[src/rtl/btn_pkg.sv]
// Shared types for the push-button debouncer.
// The state enum is kept here so that any future button peripheral can decode it.
package btn_pkg;

    typedef enum logic [1:0] {
        RELEASED = 2'd0,
        BOUNCE_P = 2'd1,
        PRESSED  = 2'd2,
        BOUNCE_R = 2'd3
    } btn_state_e;

endpackage

[src/rtl/btn_debounce_ch.sv]
// One debounce channel: 2-flop synchroniser, debounce FSM advanced on the shared
// tick, hold counter for long-press detection and registered event pulses.
module btn_debounce_ch
    import btn_pkg::*;
#(
    parameter int DEBOUNCE_TICKS = 10,
    parameter int LONG_TICKS     = 1000
) (
    input  logic i_clk,
    input  logic i_rst_n,
    input  logic i_tick,
    input  logic i_raw,
    output logic o_btn,
    output logic o_press,
    output logic o_release,
    output logic o_long
);

    localparam int                CNT_W    = $clog2(DEBOUNCE_TICKS + 1);
    localparam int                HCNT_W   = $clog2(LONG_TICKS + 1);
    localparam logic [CNT_W-1:0]  CNT_LAST = CNT_W'(DEBOUNCE_TICKS - 1);
    localparam logic [HCNT_W-1:0] HCNT_MAX = HCNT_W'(LONG_TICKS);

    logic              r_sync1;
    logic              r_sync2;
    btn_state_e        r_state;
    logic [CNT_W-1:0]  r_cnt;
    logic [HCNT_W-1:0] r_hcnt;
    logic              r_btn;
    logic              r_press;
    logic              r_release;
    logic              r_long;

    logic              w_s;
    btn_state_e        w_state_nxt;
    logic [CNT_W-1:0]  w_cnt_nxt;
    logic [HCNT_W-1:0] w_hcnt_nxt;
    logic              w_btn_nxt;
    logic              w_press_nxt;
    logic              w_release_nxt;
    logic              w_long_nxt;

    // Reset value 0 means "released" after polarity normalisation.
    always_ff @(posedge i_clk or negedge i_rst_n) begin
        if (!i_rst_n) begin
            r_sync1 <= 1'b0;
            r_sync2 <= 1'b0;
        end else begin
            r_sync1 <= i_raw;
            r_sync2 <= r_sync1;
        end
    end

    assign w_s = r_sync2;

    always_ff @(posedge i_clk or negedge i_rst_n) begin
        if (!i_rst_n) begin
            r_state   <= RELEASED;
            r_cnt     <= '0;
            r_hcnt    <= '0;
            r_btn     <= 1'b0;
            r_press   <= 1'b0;
            r_release <= 1'b0;
            r_long    <= 1'b0;
        end else begin
            r_state   <= w_state_nxt;
            r_cnt     <= w_cnt_nxt;
            r_hcnt    <= w_hcnt_nxt;
            r_btn     <= w_btn_nxt;
            r_press   <= w_press_nxt;
            r_release <= w_release_nxt;
            r_long    <= w_long_nxt;
        end
    end

    // With DEBOUNCE_TICKS == 1 the bounce states are skipped entirely, so the
    // first differing tick already flips the level.
    always_comb begin
        w_state_nxt   = r_state;
        w_cnt_nxt     = r_cnt;
        w_hcnt_nxt    = r_hcnt;
        w_btn_nxt     = r_btn;
        w_press_nxt   = 1'b0;
        w_release_nxt = 1'b0;
        w_long_nxt    = 1'b0;

        if (i_tick) begin
            case (r_state)
                RELEASED: begin
                    if (w_s) begin
                        if (DEBOUNCE_TICKS == 1) begin
                            w_state_nxt = PRESSED;
                            w_cnt_nxt   = '0;
                            w_hcnt_nxt  = '0;
                            w_btn_nxt   = 1'b1;
                            w_press_nxt = 1'b1;
                        end else begin
                            w_state_nxt = BOUNCE_P;
                            w_cnt_nxt   = CNT_W'(1);
                        end
                    end
                end
                BOUNCE_P: begin
                    if (!w_s) begin
                        w_state_nxt = RELEASED;
                        w_cnt_nxt   = '0;
                    end else if (r_cnt == CNT_LAST) begin
                        w_state_nxt = PRESSED;
                        w_cnt_nxt   = '0;
                        w_hcnt_nxt  = '0;
                        w_btn_nxt   = 1'b1;
                        w_press_nxt = 1'b1;
                    end else begin
                        w_cnt_nxt = r_cnt + CNT_W'(1);
                    end
                end
                PRESSED: begin
                    if (!w_s) begin
                        if (DEBOUNCE_TICKS == 1) begin
                            w_state_nxt   = RELEASED;
                            w_cnt_nxt     = '0;
                            w_hcnt_nxt    = '0;
                            w_btn_nxt     = 1'b0;
                            w_release_nxt = 1'b1;
                        end else begin
                            w_state_nxt = BOUNCE_R;
                            w_cnt_nxt   = CNT_W'(1);
                        end
                    end else if (r_hcnt != HCNT_MAX) begin
                        w_hcnt_nxt = r_hcnt + HCNT_W'(1);
                        w_long_nxt = (r_hcnt == HCNT_MAX - HCNT_W'(1));
                    end
                end
                BOUNCE_R: begin
                    // hcnt is left untouched so a release glitch cannot re-arm long_o.
                    if (w_s) begin
                        w_state_nxt = PRESSED;
                        w_cnt_nxt   = '0;
                    end else if (r_cnt == CNT_LAST) begin
                        w_state_nxt   = RELEASED;
                        w_cnt_nxt     = '0;
                        w_hcnt_nxt    = '0;
                        w_btn_nxt     = 1'b0;
                        w_release_nxt = 1'b1;
                    end else begin
                        w_cnt_nxt = r_cnt + CNT_W'(1);
                    end
                end
                default: begin
                    w_state_nxt = RELEASED;
                    w_cnt_nxt   = '0;
                    w_hcnt_nxt  = '0;
                    w_btn_nxt   = 1'b0;
                end
            endcase
        end
    end

    assign o_btn     = r_btn;
    assign o_press   = r_press;
    assign o_release = r_release;
    assign o_long    = r_long;

endmodule

[src/rtl/btn_debounce.sv]
// Push-button front end: polarity normalisation, one shared sample-tick prescaler
// and NUM_BTN independent debounce channels.
module btn_debounce
    import btn_pkg::*;
#(
    parameter int                   NUM_BTN         = 7,
    parameter int                   FREQUENCY       = 25_000_000,
    parameter int                   TICK_HZ         = 1000,
    parameter int                   DEBOUNCE_TICKS  = 10,
    parameter int                   LONG_TICKS      = 1000,
    parameter logic [NUM_BTN-1:0]   ACTIVE_LOW_MASK = 7'b0000001
) (
    input  logic               clk_i,
    input  logic               rst_ni,
    input  logic [NUM_BTN-1:0] btn_i,
    output logic [NUM_BTN-1:0] btn_o,
    output logic [NUM_BTN-1:0] press_o,
    output logic [NUM_BTN-1:0] release_o,
    output logic [NUM_BTN-1:0] long_o
);

    localparam int DIV   = FREQUENCY / TICK_HZ;
    localparam int PRE_W = (DIV > 1) ? $clog2(DIV) : 1;

    if (FREQUENCY < TICK_HZ) begin : g_chk_freq
        $fatal(1, "btn_debounce: FREQUENCY must be >= TICK_HZ");
    end
    if (DEBOUNCE_TICKS < 1) begin : g_chk_deb
        $fatal(1, "btn_debounce: DEBOUNCE_TICKS must be >= 1");
    end
    if (LONG_TICKS <= DEBOUNCE_TICKS) begin : g_chk_long
        $fatal(1, "btn_debounce: LONG_TICKS must exceed DEBOUNCE_TICKS");
    end
    if (NUM_BTN < 1) begin : g_chk_num
        $fatal(1, "btn_debounce: NUM_BTN must be >= 1");
    end

    logic [PRE_W-1:0]   r_presc;
    logic               w_tick;
    logic [NUM_BTN-1:0] w_raw;

    // First tick lands DIV cycles after reset release, then every DIV cycles.
    assign w_tick = (r_presc == PRE_W'(DIV - 1));

    always_ff @(posedge clk_i or negedge rst_ni) begin
        if (!rst_ni) begin
            r_presc <= '0;
        end else if (w_tick) begin
            r_presc <= '0;
        end else begin
            r_presc <= r_presc + PRE_W'(1);
        end
    end

    assign w_raw = btn_i ^ ACTIVE_LOW_MASK;

    for (genvar g = 0; g < NUM_BTN; g++) begin : g_ch
        btn_debounce_ch #(
            .DEBOUNCE_TICKS (DEBOUNCE_TICKS),
            .LONG_TICKS     (LONG_TICKS)
        ) u_ch (
            .i_clk     (clk_i),
            .i_rst_n   (rst_ni),
            .i_tick    (w_tick),
            .i_raw     (w_raw[g]),
            .o_btn     (btn_o[g]),
            .o_press   (press_o[g]),
            .o_release (release_o[g]),
            .o_long    (long_o[g])
        );
    end

endmodule

[config.mk]
export PLATFORM = sky130hd
export DESIGN_NAME = btn_debounce
export DESIGN_NICKNAME = d
export VERILOG_FILES = /design/src/rtl/btn_pkg.sv /design/src/rtl/btn_debounce_ch.sv /design/src/rtl/btn_debounce.sv
export SDC_FILE = /design/constraint.sdc
export NUM_CORES = 1
export LEC_CHECK = 0
export BUFFER_PORTS_ARGS = -buffer_cell sky130_fd_sc_hd__buf_2
export CAP_MARGIN = 20
export CORE_ASPECT_RATIO = 1.25
export CORE_MARGIN = 3
export CORE_UTILIZATION = 41
export CTS_CLUSTER_DIAMETER = 40
export CTS_CLUSTER_SIZE = 30
export DETAILED_ROUTE_END_ITERATION = 6
export GPL_ROUTABILITY_DRIVEN = 0
export SYNTH_ARGS = -nofsm -noshare
export SYNTH_HDL_FRONTEND = slang
export SYNTH_SLANG_ARGS = --single-unit
[constraint.sdc]
create_clock -name clk_i -period 6.4 [get_ports clk_i]
set_input_delay 0.64 -clock clk_i [delete_from_list [all_inputs] [get_ports clk_i]]
set_output_delay 0.64 -clock clk_i [all_outputs]
set_load 0.01 [all_outputs]
==> impl_metrics.ini, run 1 <==
[pwr]
vdd_drop_max_mv = 0.1752
p_leak_nw = 4.193
p_per_area_mw_per_mm2 = 220.6

[grt]
grt_max_degree = 98
grt_pass1_vias = 6582
grt-ovfl-total = 0
grtUsageTotal = 0.1565
gr-usage-met2 = 0.2570
grt_antenna_before_repair = 0
grt_pass1_wl_mm = 30.59
use_met3 = 0.03324
grtUsageMet1 = 0.2096
busiest_layer = met2

[critical_path]
start_kind = flop
crit_path_start = r_presc[0]
crit_type = flop to flop
crit_fanout = 47
cp.arrival_ns = 3.10
timing.rr.start = r_presc[0]
cp.required_ns = 6.72
r2r_end = g_ch[1].u_ch.r_hcnt[6]
ff2ff_path_depth = 7
end_kind = flop
rrSetupSlack_ns = 3.62

[place]
dp_cells = 1219
dp.final_hpwl_mm = 11.08
numPortBuffers = 36
placed_area_mm2 = 0.009064

[timing]
fmax_mhz = 359.8
drv_slew = 0
rsz0062_at_grt = false
fin_setup_tns_ns = 0
slew-limit-headroom = 0.3812
min_period_ns = 2.779
finalCritPeriodShare = 0.4342
hold_viol = 0
skew_ns = 0.007682
worst_pin_slew_ns = 0.9282
holdWs_ns = 0.2977
finalSetupViolCount = 0

[finish]
final_cell_mix = dfrtp_1 (169), nand2_1 (119), o21ai_0 (118), nand3_1 (54), nor2_1 (50)
finalInstanceArea_mm2 = 0.009649
layout_commonest_cell = dfrtp_1
nets = 1000
drive_above_1_share = 0.09212
antenna_cells = 0
area_growth_pct = 8.681
fin_cells = 1251

[synthesis]
syn_avg_cell_area_um2 = 9.125
ys_warn_count = 0
synth-simple-area-share = 0.2486
postSynth.asyncResetShare = 1.000
yosysUniqueCellTypes = 58
synth_edf_count = 0
synthesis.area_mm2 = 0.008879
ys.flop_type = dfrtp_1
synth_seq_cells = 169
synth-xor-area-share = 0.01776
synth_cells = 973
synth_top_family_by_area = simple AND/OR/NAND/NOR gates
ys_seq_area_frac = 0.4763
muxShareOfSynthArea = 0.007469
synth-compound-area-share = 0.1552
syn_nets = 1009
synth-adder-area-share = 0.03805

[die]
die_w_um = 137.6
start_util = 0.4220
coreArea_mm2 = 0.02104
ios = 37
dieArea_mm2 = 0.02347
die_y_um = 170.5
std_cell_rows = 59

[clocking]
cts_tree = yes
cts_hold_buf = 0
post_cts_buffers = 0
ctsHtreeMaxLevel = 4
insertion_delay_ns = 0.42
path_clk_slew_ns = 0.07
root_buffer = clkbuf_16
cts_buffers = 17
clock_path_buffers = 2
cts_sinks = 169
cts_resized = 0

[detailed_routing]
postRouteAntennaNets = 0
drt-total-wl_mm = 17.03
drtIter0Drc = 365
firstDrtPassIters = 5
drc = 0
vias_per_cell = 5.396
wire_per_inst_um = 13.61
num_vias = 6751

[flow_run]
drv_cap = 0

[status]
outcome = completed

[min_path]
holdCritPathClass = input pin to asynchronous set/reset pin
state kept, by name, indices dropped and copies added (netlist names), named ones only:
signal	count
g_ch.u_ch.r_sync2	7
g_ch.u_ch.o_btn	7
g_ch.u_ch.r_cnt	28
r_presc	15
g_ch.u_ch.r_hcnt	70
g_ch.u_ch.o_press	7
g_ch.u_ch.o_release	7
g_ch.u_ch.r_state	7
g_ch.u_ch.r_sync1	7
g_ch.u_ch.o_long	7
logic make-up after synthesis:
kind of cell,Yosys count
DFF,169
xor gates and xnor gates,18
and+or+nand+nor,414
AOI/OAI and AO/OA,236
adders and majority gates,27
buffers and inverters,103
muxes,6
critical path, stage by stage (launching register included):
cell and delay, ns:
dfrtp_1 0.36, ha_1 0.24, and4_1 0.25, and4_2 0.37
buf_4 0.48, o211ai_2 0.30, or2_2 0.43, o31ai_1 0.24
power by group:
part / switching, mW / internal [mW] / total (mW)
clock network: 0.435 / 0.587 / 1.02
registers: 0.00627 / 1.07 / 1.08
logic: 0.0243 / 0.00438 / 0.0287
total: 0.466 / 1.66 / 2.13
cell usage after synthesis, drive strengths merged, types with 2 or more instances:
master / n / area (µm²)
dfrtp: 169 / 4229
nand2: 119 / 446.7
o21ai: 118 / 590.6
nand3: 54 / 270.3
nor2: 50 / 187.7
a21oi: 47 / 235.2
buf: 38 / 259.0
inv: 36 / 135.1
clkbuf: 29 / 108.9
nor3: 29 / 145.1
ha: 27 / 337.8
nand2b: 26 / 162.7
and3: 25 / 156.4
o31ai: 24 / 180.2
a31oi: 17 / 106.4
nand4: 15 / 100.1
or4: 13 / 97.59
nand3b: 11 / 95.09
nor2b: 11 / 68.82
xor2: 11 / 96.34
and4: 10 / 87.58
nand4b: 10 / 87.58
and2: 9 / 56.30
nor4: 7 / 43.79
xnor2: 7 / 61.31
or3: 6 / 37.54
mux2: 5 / 56.30
nor3b: 5 / 37.54
o211ai: 5 / 47.54
or2: 5 / 31.28
a21o: 4 / 30.03
and3b: 3 / 26.28
o32ai: 3 / 26.28
o41ai: 3 / 26.28
a32o: 2 / 20.02
nor4bb: 2 / 20.02
o2bb2ai: 2 / 17.52
how the worst max path moves through the flow:
stage | to | slack [ns] | depth (start not counted)
after floorplan | g_ch[5].u_ch.r_hcnt[5] | 4.26 | 7
after global placement | g_ch[5].u_ch.r_hcnt[5] | 3.67 | 7
final | g_ch[1].u_ch.r_hcnt[6] | 3.62 | 7
after detailed placement | g_ch[1].u_ch.r_hcnt[6] | 3.60 | 7
after global routing | g_ch[4].u_ch.r_hcnt[4] | 3.38 | 7
after CTS | g_ch[1].u_ch.r_hcnt[6] | 3.63 | 7
final cells by class:
type / instances / area [µm²]
clock buffers: 18 / 439.2
clock inverters: 14 / 146.4
fillers: 2027 / 11390
inverters: 36 / 135.1
multi-input cells: 701 / 4148
flip-flops and latches: 169 / 4229
well taps: 274 / 342.8
repair buffers: 39 / 209.0
metrics by stage:
stage / setup slack [ns] / util / total power, mW
3_3_place_gp: 3.668 / 0.4308 / 1.130
6_report: 3.621 / 0.4586 / 2.129
4_1_cts: 3.629 / 0.4586 / 2.169
5_1_grt: 3.376 / 0.4586 / 2.217
3_5_place_dp: 3.600 / 0.4308 / 1.130
2_1_floorplan: 4.256 / - / 1.103
metal layers:
| layer | up-vias | wire length (µm) |
|---|---|---|
| li1 | 3445 | - |
| met1 | 3228 | 8256 |
| met2 | 67 | 8148 |
| met3 | 11 | 427 |
| met4 | 0 | 194 |
| met5 | - | 0 |
Power figures use the tool's default switching activity.
==> inputs of run 2 (changes only) <==
==> constraint.sdc (replaced) <==
create_clock -name clk_i -period 2.62 [get_ports clk_i]
set_input_delay 0.262 -clock clk_i [delete_from_list [all_inputs] [get_ports clk_i]]
set_output_delay 0.262 -clock clk_i [all_outputs]
set_load 0.01 [all_outputs]
==> run 2 against run 1 <==
  * Clock skew up 0.00085 ns
  * Critical path depth unchanged
  * Die area unchanged
  * Critical endpoint is now g_ch[4].u_ch.r_hcnt[8]
==> impl_metrics.ini, run 2 (synthesis results as in run 1) <==
[die]
die_w_um = 137.6
dieArea_mm2 = 0.02347
start_util = 0.4220
std_cell_rows = 59
ios = 37
coreArea_mm2 = 0.02104
die_y_um = 170.5

[grt]
grt_pass1_wl_mm = 30.53
grt_max_degree = 52
grt_pass1_vias = 6499
grtUsageTotal = 0.1575
grt-ovfl-total = 0
grt_antenna_before_repair = 0

[clocking]
ctsHtreeMaxLevel = 4
path_clk_slew_ns = 0.06
insertion_delay_ns = 0.43
cts_resized = 0
cts_buffers = 17
post_cts_buffers = 0
cts_sinks = 169
root_buffer = clkbuf_16
clock_path_buffers = 2
cts_tree = yes
cts_hold_buf = 8

[timing]
skew_ns = 0.008530
finalSetupViolCount = 0
finalCritPeriodShare = 0.8932
slew-limit-headroom = 0.4275
worst_pin_slew_ns = 0.8551
holdWs_ns = 0.3485
fmax_mhz = 427.3
drv_slew = 0
rsz0062_at_grt = false
min_period_ns = 2.340
hold_viol = 0
fin_setup_tns_ns = 0

[place]
dp.final_hpwl_mm = 11.69
placed_area_mm2 = 0.009184
dp_cells = 1225
numPortBuffers = 36

[min_path]
hold_depth = 0
holdCritPathClass = flop to flop

[detailed_routing]
vias_per_cell = 5.388
firstDrtPassIters = 4
num_vias = 6816
postRouteAntennaNets = 0
drt-total-wl_mm = 17.26
wire_per_inst_um = 13.65
drtIter0Drc = 335
drc = 0

[finish]
nets = 1014
antenna_cells = 0
fin_cells = 1265
finalInstanceArea_mm2 = 0.009899
regArea_mm2 = 0.004229
drive_above_1_share = 0.09687
layout_commonest_cell = dfrtp_1
largest_register = g_ch.u_ch.r_hcnt
fillCellCount = 2038
post-route-util = 0.4705
area_growth_pct = 11.50
reg.largest.list = g_ch.u_ch.r_hcnt (70), g_ch.u_ch.r_cnt (28), r_presc (15)
largest_reg_flops = 70
final_cell_mix = dfrtp_1 (169), nand2_1 (119), o21ai_0 (118), nand3_1 (54), nor2_1 (50)
multi_input_area_mm2 = 0.004148

[pwr]
vdd_drop_max_mv = 0.4480
p_leak_nw = 4.290
p_per_area_mw_per_mm2 = 546.8

[critical_path]
end_kind = flop
crit_fanout = 21
cp.arrival_ns = 2.70
ff2ff_path_depth = 7
rrSetupSlack_ns = 0.28
crit_type = flop to flop
start_kind = flop
cp.required_ns = 2.98

[status]
outcome = completed

[flow_run]
drv_cap = 0
run 2: changes by cell type in the layout (fill, tap and decap cells not counted):
cell           delta
buf_12            +6
bufinv_16         +2
clkinv_2          -3
clkinv_4          -2
clkinvlp_4        +3
dlygate4sd3_1     +8
run 2: final cells by class:
cell class,count,share of cell area
Sequential cell,169,0.4272
Multi-Input combinational cell,701,0.4190
Clock buffer,18,0.04436
Timing Repair Buffer,53,0.04133
Tap cell,274,0.03463
Clock inverter,14,0.01984
Inverter,36,0.01365
run 2: power by group:
part | switching, mW | internal [mW]
Combinational | 0.0627 | 0.0266
Sequential | 0.0158 | 2.62
Clock | 1.06 | 1.63
Total | 1.14 | 4.27
run 2: metal layers:
layer  GRT usage  up-vias  share of wire  routed length (µm)
met2      0.2579       64           0.48                8334
met5           0        -              0                   0
li1            -     3475              -                   -
met1      0.2116     3259           0.49                8374
met4     0.04470        0          0.011                 187
met3     0.03294       18          0.021                 365
run 2: path summary, 6_finish.rpt:
path,start,end
worst min register to register,g_ch[4].u_ch.r_sync1,g_ch[4].u_ch.r_sync2
max in group asynchronous,rst_ni,r_presc[13]
worst min-delay path,g_ch[4].u_ch.r_sync1,g_ch[4].u_ch.r_sync2
min in group asynchronous,rst_ni,g_ch[2].u_ch.r_hcnt[5]
worst max register to register,r_presc[0],g_ch[4].u_ch.r_hcnt[8]
worst max-delay path,r_presc[0],g_ch[4].u_ch.r_hcnt[8]
run 2: critical path, stage by stage (launching register included):
cell and delay, ns:
dfrtp_1 0.36, ha_1 0.24, and4_1 0.25, and4_2 0.41
buf_12 0.19, nand3_1 0.23, or4_1 0.53, nand2_1 0.07
run 2: stage by stage:
stage               power (mW)  setup slack [ns]
finish                   5.413            0.2797
global route             5.617           0.03601
CTS                      5.504            0.2760
detailed placement       2.771            0.2846
global placement         2.769            0.3293
floorplan                2.693            0.4757
==> inputs of run 3 (changes only) <==
--- a/config.mk
+++ b/config.mk
@@ -14,6 +14,7 @@
 export CTS_CLUSTER_SIZE = 30
 export DETAILED_ROUTE_END_ITERATION = 6
 export GPL_ROUTABILITY_DRIVEN = 0
+export PLACE_DENSITY_LB_ADDON = 0.1
 export SYNTH_ARGS = -nofsm -noshare
 export SYNTH_HDL_FRONTEND = slang
 export SYNTH_SLANG_ARGS = --single-unit
==> run 3 against run 2 <==
  * Sequential share of layout area up 0.18 points
  * Critical endpoint is now g_ch[5].u_ch.r_hcnt[5]
  * Largest cell class unchanged
  * Critical path type unchanged
  * Global-route usage is 0.71 points higher
  * Core utilization is 0.20 points lower
  * Largest power group is now sequential cells
==> impl_metrics.ini, run 3 (synthesis results as in run 1) <==
[critical_path]
end_kind = flop
crit_type = flop to flop
cp.arrival_ns = 2.70
rrSetupSlack_ns = 0.29
crit_fanout = 7
cp.required_ns = 2.99
start_kind = flop

[flow_run]
drv_cap = 0

[timing]
min_period_ns = 2.330
holdWs_ns = 0.3467
hold_viol = 0
setup_ws_ns = 0.2897
finalSetupViolCount = 0
drv_slew = 0
finalCritPeriodShare = 0.8894
rsz0062_at_grt = false
fmax_mhz = 429.1
fin_setup_tns_ns = 0
skew_ns = 0.01200
slew-limit-headroom = 0.4533
worst_pin_slew_ns = 0.8164

[finish]
layout_commonest_cell = dfrtp_1
area_growth_pct = 11.02
regArea_mm2 = 0.004229
post-route-util = 0.4685
multi_input_area_mm2 = 0.004148
nets = 1018
antenna_cells = 0
final_cell_mix = dfrtp_1 (169), nand2_1 (119), o21ai_0 (118), nand3_1 (54), nor2_1 (50)
largest_reg_flops = 70
largest_register = g_ch.u_ch.r_hcnt
finalInstanceArea_mm2 = 0.009857
drive_above_1_share = 0.09950
fin_cells = 1269
reg.largest.list = g_ch.u_ch.r_hcnt (70), g_ch.u_ch.r_cnt (28), r_presc (15)
fillCellCount = 2008

[grt]
grt_pass1_vias = 6706
busiest_layer = met2
grtUsageMet1 = 0.2148
grt-ovfl-total = 0
grtUsageTotal = 0.1645
gr-usage-met2 = 0.2774
grt_max_degree = 52
grt_pass1_wl_mm = 31.77
use_met3 = 0.03265
grt_antenna_before_repair = 0

[clocking]
post_cts_buffers = 0
path_clk_slew_ns = 0.07
cts_tree = yes
root_buffer = clkbuf_16
ctsHtreeMaxLevel = 4
clock_path_buffers = 2
cts_sinks = 169
insertion_delay_ns = 0.43
cts_buffers = 17

[detailed_routing]
drc = 0
vias_per_cell = 5.402
drtIter0Drc = 283
wire_per_inst_um = 14.23
firstDrtPassIters = 4
postRouteAntennaNets = 0
num_vias = 6855
drt-total-wl_mm = 18.06

[die]
std_cell_rows = 59
dieArea_mm2 = 0.02347
die_y_um = 170.5
coreArea_mm2 = 0.02104
die_w_um = 137.6
start_util = 0.4220
ios = 37

[pwr]
p_per_area_mw_per_mm2 = 531.8
finalPower_mw = 5.242
p_leak_nw = 4.281
vdd_drop_max_mv = 0.3991

[place]
placed_area_mm2 = 0.009189
dp.final_hpwl_mm = 12.12
numPortBuffers = 36
dp_slack_ns = 0.2613
dp_cells = 1229

[min_path]
holdCritPathClass = input pin to asynchronous set/reset pin

[status]
outcome = completed
-- run 3: cell count changes in the layout (fill, tap and decap cells not counted), sizes merged --
cell and change:
clkinv +1, clkbuf +1, buf +4, bufinv -2
-- run 3: critical path, cell delays in order, from the launching register on --
cell      delay, ns
dfrtp_1        0.44
ha_1           0.25
nand3b_4       0.11
o32a_1         0.36
a2111o_1       0.53
or4_1          0.50
nand2_1        0.07
-- run 3: metal layers --
layer  up-vias  wire, µm
li1       3490         -
met1      3296      8666
met2        58      8870
met3        11       384
met4         0       138
met5         -         0
-- run 3: final timing paths --
check | start | end | depth (start not counted)
worst max register to register | g_ch[5].u_ch.r_cnt[0] | g_ch[5].u_ch.r_hcnt[5] | 6
worst min-delay path | rst_ni | g_ch[2].u_ch.r_hcnt[7] | 2
worst max-delay path | g_ch[5].u_ch.r_cnt[0] | g_ch[5].u_ch.r_hcnt[5] | 6
worst min register to register | g_ch[3].u_ch.r_sync1 | g_ch[3].u_ch.r_sync2 | 0
min in group clk_i | g_ch[3].u_ch.r_sync1 | g_ch[3].u_ch.r_sync2 | 0
max in group asynchronous | rst_ni | g_ch[6].u_ch.r_hcnt[4] | 3
-- run 3: cell type report --
class,instances,share of cell area
repair buffers,57,0.04202
flip-flops and latches,169,0.4290
well taps,274,0.03478
multi-input cells,701,0.4208
clock inverters,13,0.01472
inverters,36,0.01371
clock buffers,19,0.04494
-- run 3: repair_timing --
item | in CTS | in global routing
endpoints found under the setup margin | 0 | 0
hold buffers | 8 | 0
gates resized for setup | 0 | 0
endpoints found under the hold margin | 54 | 0
-- run 3: power by group --
group          total, mW  switching (mW)  internal (mW)
sequential          2.63          0.0153           2.62
clock               2.52            1.08           1.44
combinational     0.0867          0.0621         0.0246
total               5.24            1.16           4.08
